<file path="src/rtl/vend_dispense_ctrl.sv">
// Dispense stage behind the payment FSM: release FIFO, slot-motor and coin-hopper handshakes, stock and sales tracking.
// Optional macro SALES_TOTAL_EN builds the sales accumulator; without it sales_total is tied to 0.
module vend_dispense_ctrl #(
    parameter int STOCK_INIT    = 8,
    parameter int STOCK_W       = 4,
    parameter int FIFO_DEPTH    = 4,
    parameter int MOTOR_TIMEOUT = 255
) (
    input  logic               clk,
    input  logic               reset,
    input  logic [2:0]         item_rels,
    input  logic               change_return,
    input  logic               motor_done,
    input  logic               coin_ack,
    input  logic               restock,
    input  logic [1:0]         restock_item,
    input  logic [STOCK_W-1:0] restock_qty,
    output logic [3:0]         motor_en,
    output logic               coin_eject,
    output logic [3:0]         sold_out,
    output logic               busy,
    output logic               jam,
    output logic               drop_err,
    output logic [11:0]        sales_total
);
    localparam int PTR_W  = (FIFO_DEPTH > 1) ? $clog2(FIFO_DEPTH) : 1;
    localparam int CNT_W  = $clog2(FIFO_DEPTH + 1);
    localparam int WAIT_W = (MOTOR_TIMEOUT > 1) ? $clog2(MOTOR_TIMEOUT + 1) : 1;
    localparam logic [STOCK_W-1:0] STOCK_MAX = '1;
    localparam logic [STOCK_W-1:0] STOCK_RST = STOCK_W'(STOCK_INIT);

    typedef enum logic [1:0] {M_IDLE, M_RUN, M_JAM} motor_state_t;
    typedef enum logic [1:0] {C_IDLE, C_EJECT, C_GAP} coin_state_t;

    motor_state_t       m_state, m_next;
    coin_state_t        c_state, c_next;

    logic               rels_prev;
    logic               rel_event;

    logic [1:0]         fifo_mem [FIFO_DEPTH];
    logic [PTR_W-1:0]   wr_ptr, rd_ptr;
    logic [CNT_W-1:0]   fifo_cnt;
    logic               fifo_full, fifo_empty;
    logic               push, pop;
    logic [1:0]         head_item;

    logic [1:0]         cur_item;
    logic [WAIT_W-1:0]  wait_cnt;
    logic               head_stock_zero;
    logic               vend_done;
    logic               timeout;

    logic [STOCK_W-1:0] stock      [4];
    logic [STOCK_W-1:0] stock_next [4];
    logic [STOCK_W:0]   stock_sum  [4];

    logic [4:0]         coin_pend;
    logic               coin_dec;

    // A code held across several cycles is a single release.
    assign rel_event = item_rels[2] & ~rels_prev;

    always_ff @(posedge clk) begin
        if (reset) rels_prev <= 1'b0;
        else       rels_prev <= item_rels[2];
    end

    assign fifo_full  = (fifo_cnt == CNT_W'(FIFO_DEPTH));
    assign fifo_empty = (fifo_cnt == '0);
    assign push       = rel_event & ~fifo_full;
    assign pop        = (m_state == M_IDLE) & ~fifo_empty;
    assign head_item  = fifo_mem[rd_ptr];

    always_ff @(posedge clk) begin
        if (push) fifo_mem[wr_ptr] <= item_rels[1:0];
    end

    always_ff @(posedge clk) begin
        if (reset) begin
            wr_ptr   <= '0;
            rd_ptr   <= '0;
            fifo_cnt <= '0;
        end else begin
            if (push) wr_ptr <= wr_ptr + 1'b1;
            if (pop)  rd_ptr <= rd_ptr + 1'b1;
            case ({push, pop})
                2'b10:   fifo_cnt <= fifo_cnt + 1'b1;
                2'b01:   fifo_cnt <= fifo_cnt - 1'b1;
                default: fifo_cnt <= fifo_cnt;
            endcase
        end
    end

    assign head_stock_zero = (stock[head_item] == '0);
    assign vend_done       = (m_state == M_RUN) & motor_done;
    assign timeout         = (m_state == M_RUN) & ~motor_done & (wait_cnt == WAIT_W'(MOTOR_TIMEOUT));

    always_ff @(posedge clk) begin
        if (reset) m_state <= M_IDLE;
        else       m_state <= m_next;
    end

    always_comb begin
        m_next = m_state;
        case (m_state)
            M_IDLE:  if (pop && !head_stock_zero) m_next = M_RUN;
            M_RUN: begin
                if (motor_done)   m_next = M_IDLE;
                else if (timeout) m_next = M_JAM;
            end
            M_JAM:   m_next = M_JAM;
            default: m_next = M_IDLE;
        endcase
    end

    always_comb begin
        motor_en = '0;
        jam      = 1'b0;
        case (m_state)
            M_RUN:   motor_en[cur_item] = 1'b1;
            M_JAM:   jam = 1'b1;
            default: ;
        endcase
    end

    always_ff @(posedge clk) begin
        if (reset) begin
            cur_item <= '0;
            wait_cnt <= '0;
            drop_err <= 1'b0;
        end else begin
            if (pop) cur_item <= head_item;
            if (m_state == M_RUN) wait_cnt <= wait_cnt + 1'b1;
            else                  wait_cnt <= '0;
            drop_err <= (rel_event & fifo_full) | (pop & head_stock_zero);
        end
    end

    // Restock and a completing vend on the same slot combine before saturating.
    always_comb begin
        for (int i = 0; i < 4; i++) begin
            stock_sum[i] = {1'b0, stock[i]};
            if (restock && restock_item == 2'(i))
                stock_sum[i] = stock_sum[i] + {1'b0, restock_qty};
            if (vend_done && cur_item == 2'(i))
                stock_sum[i] = stock_sum[i] - 1'b1;
            if (stock_sum[i] > {1'b0, STOCK_MAX})
                stock_next[i] = STOCK_MAX;
            else
                stock_next[i] = stock_sum[i][STOCK_W-1:0];
        end
    end

    always_ff @(posedge clk) begin
        if (reset) begin
            for (int i = 0; i < 4; i++) stock[i] <= STOCK_RST;
            sold_out <= (STOCK_INIT == 0) ? 4'hF : 4'h0;
        end else begin
            for (int i = 0; i < 4; i++) begin
                stock[i]    <= stock_next[i];
                sold_out[i] <= (stock[i] == '0);
            end
        end
    end

`ifdef SALES_TOTAL_EN
    logic [12:0] sales_sum;
    assign sales_sum = {1'b0, sales_total} + {11'd0, cur_item} + 13'd2;

    always_ff @(posedge clk) begin
        if (reset)          sales_total <= '0;
        else if (vend_done) sales_total <= (sales_sum > 13'd4095) ? 12'hFFF : sales_sum[11:0];
    end
`else
    assign sales_total = '0;
`endif

    assign coin_dec = coin_eject & coin_ack;

    always_ff @(posedge clk) begin
        if (reset) begin
            coin_pend <= '0;
        end else begin
            case ({change_return, coin_dec})
                2'b10:   if (coin_pend != 5'd31) coin_pend <= coin_pend + 1'b1;
                2'b01:   coin_pend <= coin_pend - 1'b1;
                default: coin_pend <= coin_pend;
            endcase
        end
    end

    always_ff @(posedge clk) begin
        if (reset) c_state <= C_IDLE;
        else       c_state <= c_next;
    end

    // The gap cycle re-arms the hopper directly so consecutive coins are separated by exactly one low cycle.
    always_comb begin
        c_next = c_state;
        case (c_state)
            C_IDLE:  if (coin_pend != '0) c_next = C_EJECT;
            C_EJECT: if (coin_ack) c_next = C_GAP;
            C_GAP:   c_next = (coin_pend != '0) ? C_EJECT : C_IDLE;
            default: c_next = C_IDLE;
        endcase
    end

    always_comb begin
        coin_eject = (c_state == C_EJECT);
    end

    assign busy = ~fifo_empty | (m_state == M_RUN) | (coin_pend != '0);

endmodule

</file>
<file path="config.mk">
export PLATFORM = sky130hd
export DESIGN_NAME = vend_dispense_ctrl
export DESIGN_NICKNAME = d
export VERILOG_FILES = /design/src/rtl/vend_dispense_ctrl.sv
export SDC_FILE = /design/constraint.sdc
export NUM_CORES = 1
export LEC_CHECK = 0
export ABC_AREA = 1
export BUFFER_PORTS_ARGS = -buffer_cell sky130_fd_sc_hd__buf_2
export CORE_UTILIZATION = 46
export CTS_CLUSTER_SIZE = 20
export DETAILED_ROUTE_END_ITERATION = 10
export GPL_TIMING_DRIVEN = 0
export HOLD_SLACK_MARGIN = 0.15
export PLACE_DENSITY = 0.65
export SYNTH_ARGS = -nofsm -noshare
export SYNTH_HDL_FRONTEND = slang
export SYNTH_SLANG_ARGS = --single-unit
</file>
<file path="constraint.sdc">
create_clock -name clk -period 2.3 [get_ports clk]
set_input_delay 0.46 -clock clk [delete_from_list [all_inputs] [get_ports clk]]
set_output_delay 0.46 -clock clk [all_outputs]
set_load 0.01 [all_outputs]
</file>
======== Word-level counts from Yosys, hierarchy flattened ========
Memory sizes are Yosys's and may differ from the RTL's. A register that Yosys moved wholly into a read port is not among the register bits.
Cells that the tools add are included.
cells by class
  bitwise logic cells ..................... 21
  reductions and logical operators ........ 28
  magnitude comparators ................... 6
  add/subtract/negate cells ............... 15
  multiplexer cells ....................... 38
  equal/unequal tests ..................... 22
operators with widths
  operator                                                                         count
  5-bit 2-to-1 mux                                                                 9
  4-bit 2-to-1 mux                                                                 9
  5-bit by 1-bit subtractor with 5-bit output, second input constant               5
  4-bit by 4-bit adder with 5-bit output                                           4
  5-bit by 4-bit greater-than comparator with 1-bit output, second input constant  4
  4-bit zero test                                                                  5
  2-bit equality test, second input constant                                       8
  2-bit 2-to-1 mux                                                                 7
  2-bit by 1-bit equality test with 1-bit output, second input constant            6
  2-bit one-hot mux with 3 select lines                                            2
  1-bit logical AND                                                                10
  5-bit one-hot mux with 2 select lines                                            1
  1-bit AND                                                                        9
  8-bit by 1-bit adder with 8-bit output, second input constant                    1
  8-bit equality test, second input constant                                       1
  2-bit zero test                                                                  4
  1-bit 2-to-1 mux                                                                 8
  1-bit bitwise OR                                                                 7
  2-bit != test, second input constant                                             3
  3-bit one-hot mux with 2 select lines                                            1
  2-bit AND reduction                                                              3
  5-bit by 1-bit adder with 5-bit output, second input constant                    1
  5-bit != test, second input constant                                             1
  1-bit NOT                                                                        5
  14 further kinds                                                                 16
storage, ports and cells
  bits in writable memories ............... 24
  bits in registers ....................... 32
  output and inout port bits .............. 24
  logic and storage cells ................. 143
  memories kept ........................... 2
memory list
  memory    depth  width  rd ports  clocked after Yosys merged registers in  wr ports  RTL line  text
  stock     4      4      5         0                                        4         54        logic [STOCK_W-1:0] stock [4];
  fifo_mem  4      2      1         1                                        1         41        logic [1:0] fifo_mem [FIFO_DEPTH];

======== Depth between registers and ports, before layout ========
  depth after elaboration ................. 8
  depth in mapped cells ................... 14

======== Worst setup path before layout ========
No wires, ideal clock.
  path type ............................... input to register
  from .................................... input restock_qty[0]
  to ...................................... memory stock[3][3]
  stages on the path ...................... 11
  arrival ................................. 2.035 ns
  required time ........................... 2.187 ns
  setup time .............................. 0.113 ns
  setup slack ............................. 0.152 ns
  cells stage by stage .................... ha_1 fa_1 o21ai_0 ha_1 nand2_1 nor2_1 nand2_1 nand2_1 nand2_1 nor2_1 nand2_1
RTL lines
  item             RTL line  text
  start, declared  17        input logic [STOCK_W-1:0] restock_qty,
  end, declared    54

======== Final worst setup path ========
  from .................................... register fifo_cnt[2]
  to ...................................... register fifo_cnt[2]
on the way
  longest elaborated chain between the ends .. 5
RTL lines
  item                                                                                   RTL line  text
  start, declared                                                                        43        logic [CNT_W-1:0] fifo_cnt;
  start signal, assigned                                                                 88        2'b10: fifo_cnt <= fifo_cnt + 1'b1;
  start signal, assigned                                                                 89        2'b01: fifo_cnt <= fifo_cnt - 1'b1;
  start signal, assigned                                                                 90        default: fifo_cnt <= fifo_cnt;
  3-bit equality test or 3-bit zero test (tied branches)                                 69, 70
  1-bit NOT, on equally long branches                                                    71, 72
  1-bit AND, on equally long branches                                                    71, 72
  2-bit by 1-bit equality test with 1-bit output or 2-bit equality test (tied branches)  87        case ({push, pop})
  3-bit one-hot mux with 2 select lines or 2-bit nonzero test (tied branches)            n/a
Parallel ways exist; a longest one is shown, timed or not.
A chain may end at the register's enable or synchronous reset.

==> impl_metrics.toml <==
[outcome]
status = "complete, no violations"

[synth]
synth.distinct_cells = 30
synth_cells = 516
postSynth.asyncResetShare_pct = 0
yosys-top-cells-area = "dfxtp_1 28%, nand2_1 11%, ha_1 10%"
avgSynthCellArea_um2 = 7.04
ys_warn_count = 0
synth.most_common_cell = "nand2_1"
syn_area_mm2 = 0.00363
synth_ff_type = "dfxtp_1"
ys_ff_latch = 58
yosys.area.top_type = "dfxtp_1"
synth_common_cells = "106 x nand2_1, 79 x inv_1, 61 x nor2_1"
yosysTopAreaCellShare_pct = 27.6
synth_edf_count = 8
seq_area_frac_synth_pct = 34.2

[detailed_routing]
wirelength_um = 7660
wire_per_inst_um = 11.4
first_pass_iters = 4
final_antenna_net_count = 0
viasPerCell = 4.85
drc = 0
dr_total_vias = 3251
initialDrtViolationCount = 110

[placement]
gp_congestion = 0.842
hpwl_um = 6050
postPlaceCellArea_mm2 = 0.00393
portBuffers = 26
dp_cells = 655

[pwr]
p_leak_nw = 2.04
finalPower_mw = 3.44
combPwrFrac_pct = 34.2
switchingPower_mw = 1.32
pwr_density_cell_mw_per_mm2 = 832
p_int_mw = 2.13
pwr-share-clk_pct = 28.0
p_seq_share_pct = 37.8
switching_share_pct = 38.2
peakVddDrop_uv = 642

[critical_path]
path_cells = "inv_1, nor3_1, nor3_1, inv_1, ha_1, inv_1, fa_1, a21oi_1, o21ai_0, o21ai_0, a21oi_1"
end_kind = "flip-flop"
crit_arrival_ns = 2.37
crit_path_start_kind = "flip-flop"
slowest_delay_ns = 0.37
crit_fanout = 7
worstPathRequired_ns = 2.53
slowest_stage = "fa_1"
crit_top_cell = "inv_1"
critPathKind = "reg -> reg"

[floorplan]
dieArea_mm2 = 0.00825
rows = 32
start_util_pct = 47.2
core_region_area_mm2 = 0.00769
io_pins = 39
die_height_um = 90.8
die_x_um = 90.8

[sta]
timing.max_slew.rel_slack_pct = 57.0
rsz0062_at_grt = "no"
finalCriticalPeriod_ns = 2.14
period_share_pct = 92.9
clock.fmax_mhz = 468
finalHoldViolCount = 0
finalMaxSlewViolations = 0
setup_viol_count_final = 0
fin_skew_ns = 0.00869
worst_pin_slew_ns = 0.645
tns_ns = 0

[layout]
nets = 613
register_area_mm2 = 0.00124
multiInputGateArea_mm2 = 0.00204
finalInstanceArea_mm2 = 0.00414
synthToLayoutAreaGrowth_pct = 14.1
n_antenna_cell = 0
fillCellCount = 773
post-route-util_pct = 53.9
drive_gt1_share_pct = 12.1
stdcell_count = 670

[cts]
clkTransAtPathRegs_ns = 0.08
root_buffer = "clkbuf_8"
cts.sinks = 58
ctsHtreeMaxLevel = 3
cts_buffers = 9
cts_tree = "yes"
postCtsSetupBuffers = 0
max-clock-path-buffers = 2
clk_latency_ns = 0.34

[global_routing]
grt_usage_pct = 19.8
gr-total-overflow = 0
grt_pass1_vias = 3024
antenna_found_initial = 0
grt_max_degree = 13
grt_pass1_wl_um = 12900

[flow_run]
maxCapViolCount = 0

[hold_path]
hold_path_class = "in -> reg"
-- per-stage QoR --
step	hold slack [ns]	setup WS, ns
after floorplan	0.418	0.152
after global placement	0.431	-0.236
after detailed placement	0.444	-0.258
after CTS	0.323	0.0541
after global routing	0.337	0.0131
final	0.338	0.163
-- metal layers --
metal / wire length [µm] / track usage, % / up-vias
met3: 246 / 3.62 / 16
met2: 3620 / 34.7 / 49
met5: 0 / 0 / -
met4: 201 / 9.92 / 0
met1: 3590 / 23.1 / 1458
li1: - / - / 1728
-- power by group through the flow --
stage / Combinational [mW] / Clock, mW / Sequential, mW
final: 1.18 / 0.965 / 1.30
after detailed placement: 1.18 / 0 / 1.32
after CTS: 1.19 / 0.990 / 1.30
after floorplan: 0.914 / 0 / 1.30
after global routing: 1.36 / 1.03 / 1.32
after global placement: 1.14 / 0 / 1.32
-- critical path, delay by kind of cell, from the launching register on --
kind,cells,cell delay [ns]
flops,1,0.33
fa+ha+maj,2,0.55
compound gates,4,0.50
buf+inv,3,0.32
simple gates,2,0.32
-- layout by cell type (no fill, tap or decap), types with 4 or more instances in the layout --
master	instances
a21oi_1	38
buf_2	26
buf_4	12
clkbuf_1	4
clkbuf_8	9
conb_1	12
dfxtp_1	50
edfxtp_1	8
fa_1	6
ha_1	29
inv_1	79
nand2_1	106
nand3_1	47
nor2_1	60
nor3_1	7
o21ai_0	33
or2_2	6
xnor2_1	6
-- cell families (layout without fill, tap and decap cells) --
logic type / count (synthesis) / after routing / share of synthesized area [%]
flops: 58 / 58 / 34.2
xor+xnor: 9 / 9 / 2.17
compound gates: 78 / 78 / 11.0
simple gates: 239 / 239 / 28.1
buf+inv: 96 / 137 / 11.2
other cells: 1 / 12 / 0.103
fa+ha+maj: 35 / 35 / 13.3
-- layout make-up --
type | count | area share [%]
multi-input cells | 373 | 49.3
flip-flops and latches | 58 | 30.0
inverters | 79 | 7.16
repair buffers | 26 | 3.14
well taps | 102 | 3.08
clock buffers | 9 | 2.99
plain buffers | 16 | 2.54
clock inverters | 7 | 1.87
-- repair_timing --
action	CTS	global route
hold buffers	0	0
endpoints found under the setup margin	0	11
resized for setup	0	7
-- flip-flops by register name, indices dropped and copies added, names as in the netlist, named ones only --
register and flops:
stock 16, wr_ptr 2, rd_ptr 2, fifo_mem 8
c_state 2, rels_prev 1, fifo_cnt 3, wait_cnt 8
drop_err 1, m_state 2, cur_item 2, sold_out 4
coin_pend 5
-- worst paths after layout --
check                           cells after the start  slack [ns]                        to                     start
worst max-delay path                               11        0.16  fifo_cnt[2]$_SDFFE_PP0P_  fifo_cnt[2]$_SDFFE_PP0P_
worst min-delay path                                1        0.34  fifo_mem[0][1]$_DFFE_PP_              item_rels[1]
worst max register to register                     11        0.16  fifo_cnt[2]$_SDFFE_PP0P_  fifo_cnt[2]$_SDFFE_PP0P_
worst min register to register                      1        0.46    wait_cnt[0]$_SDFF_PP0_    wait_cnt[0]$_SDFF_PP0_
(Power assumes the default switching activity.)
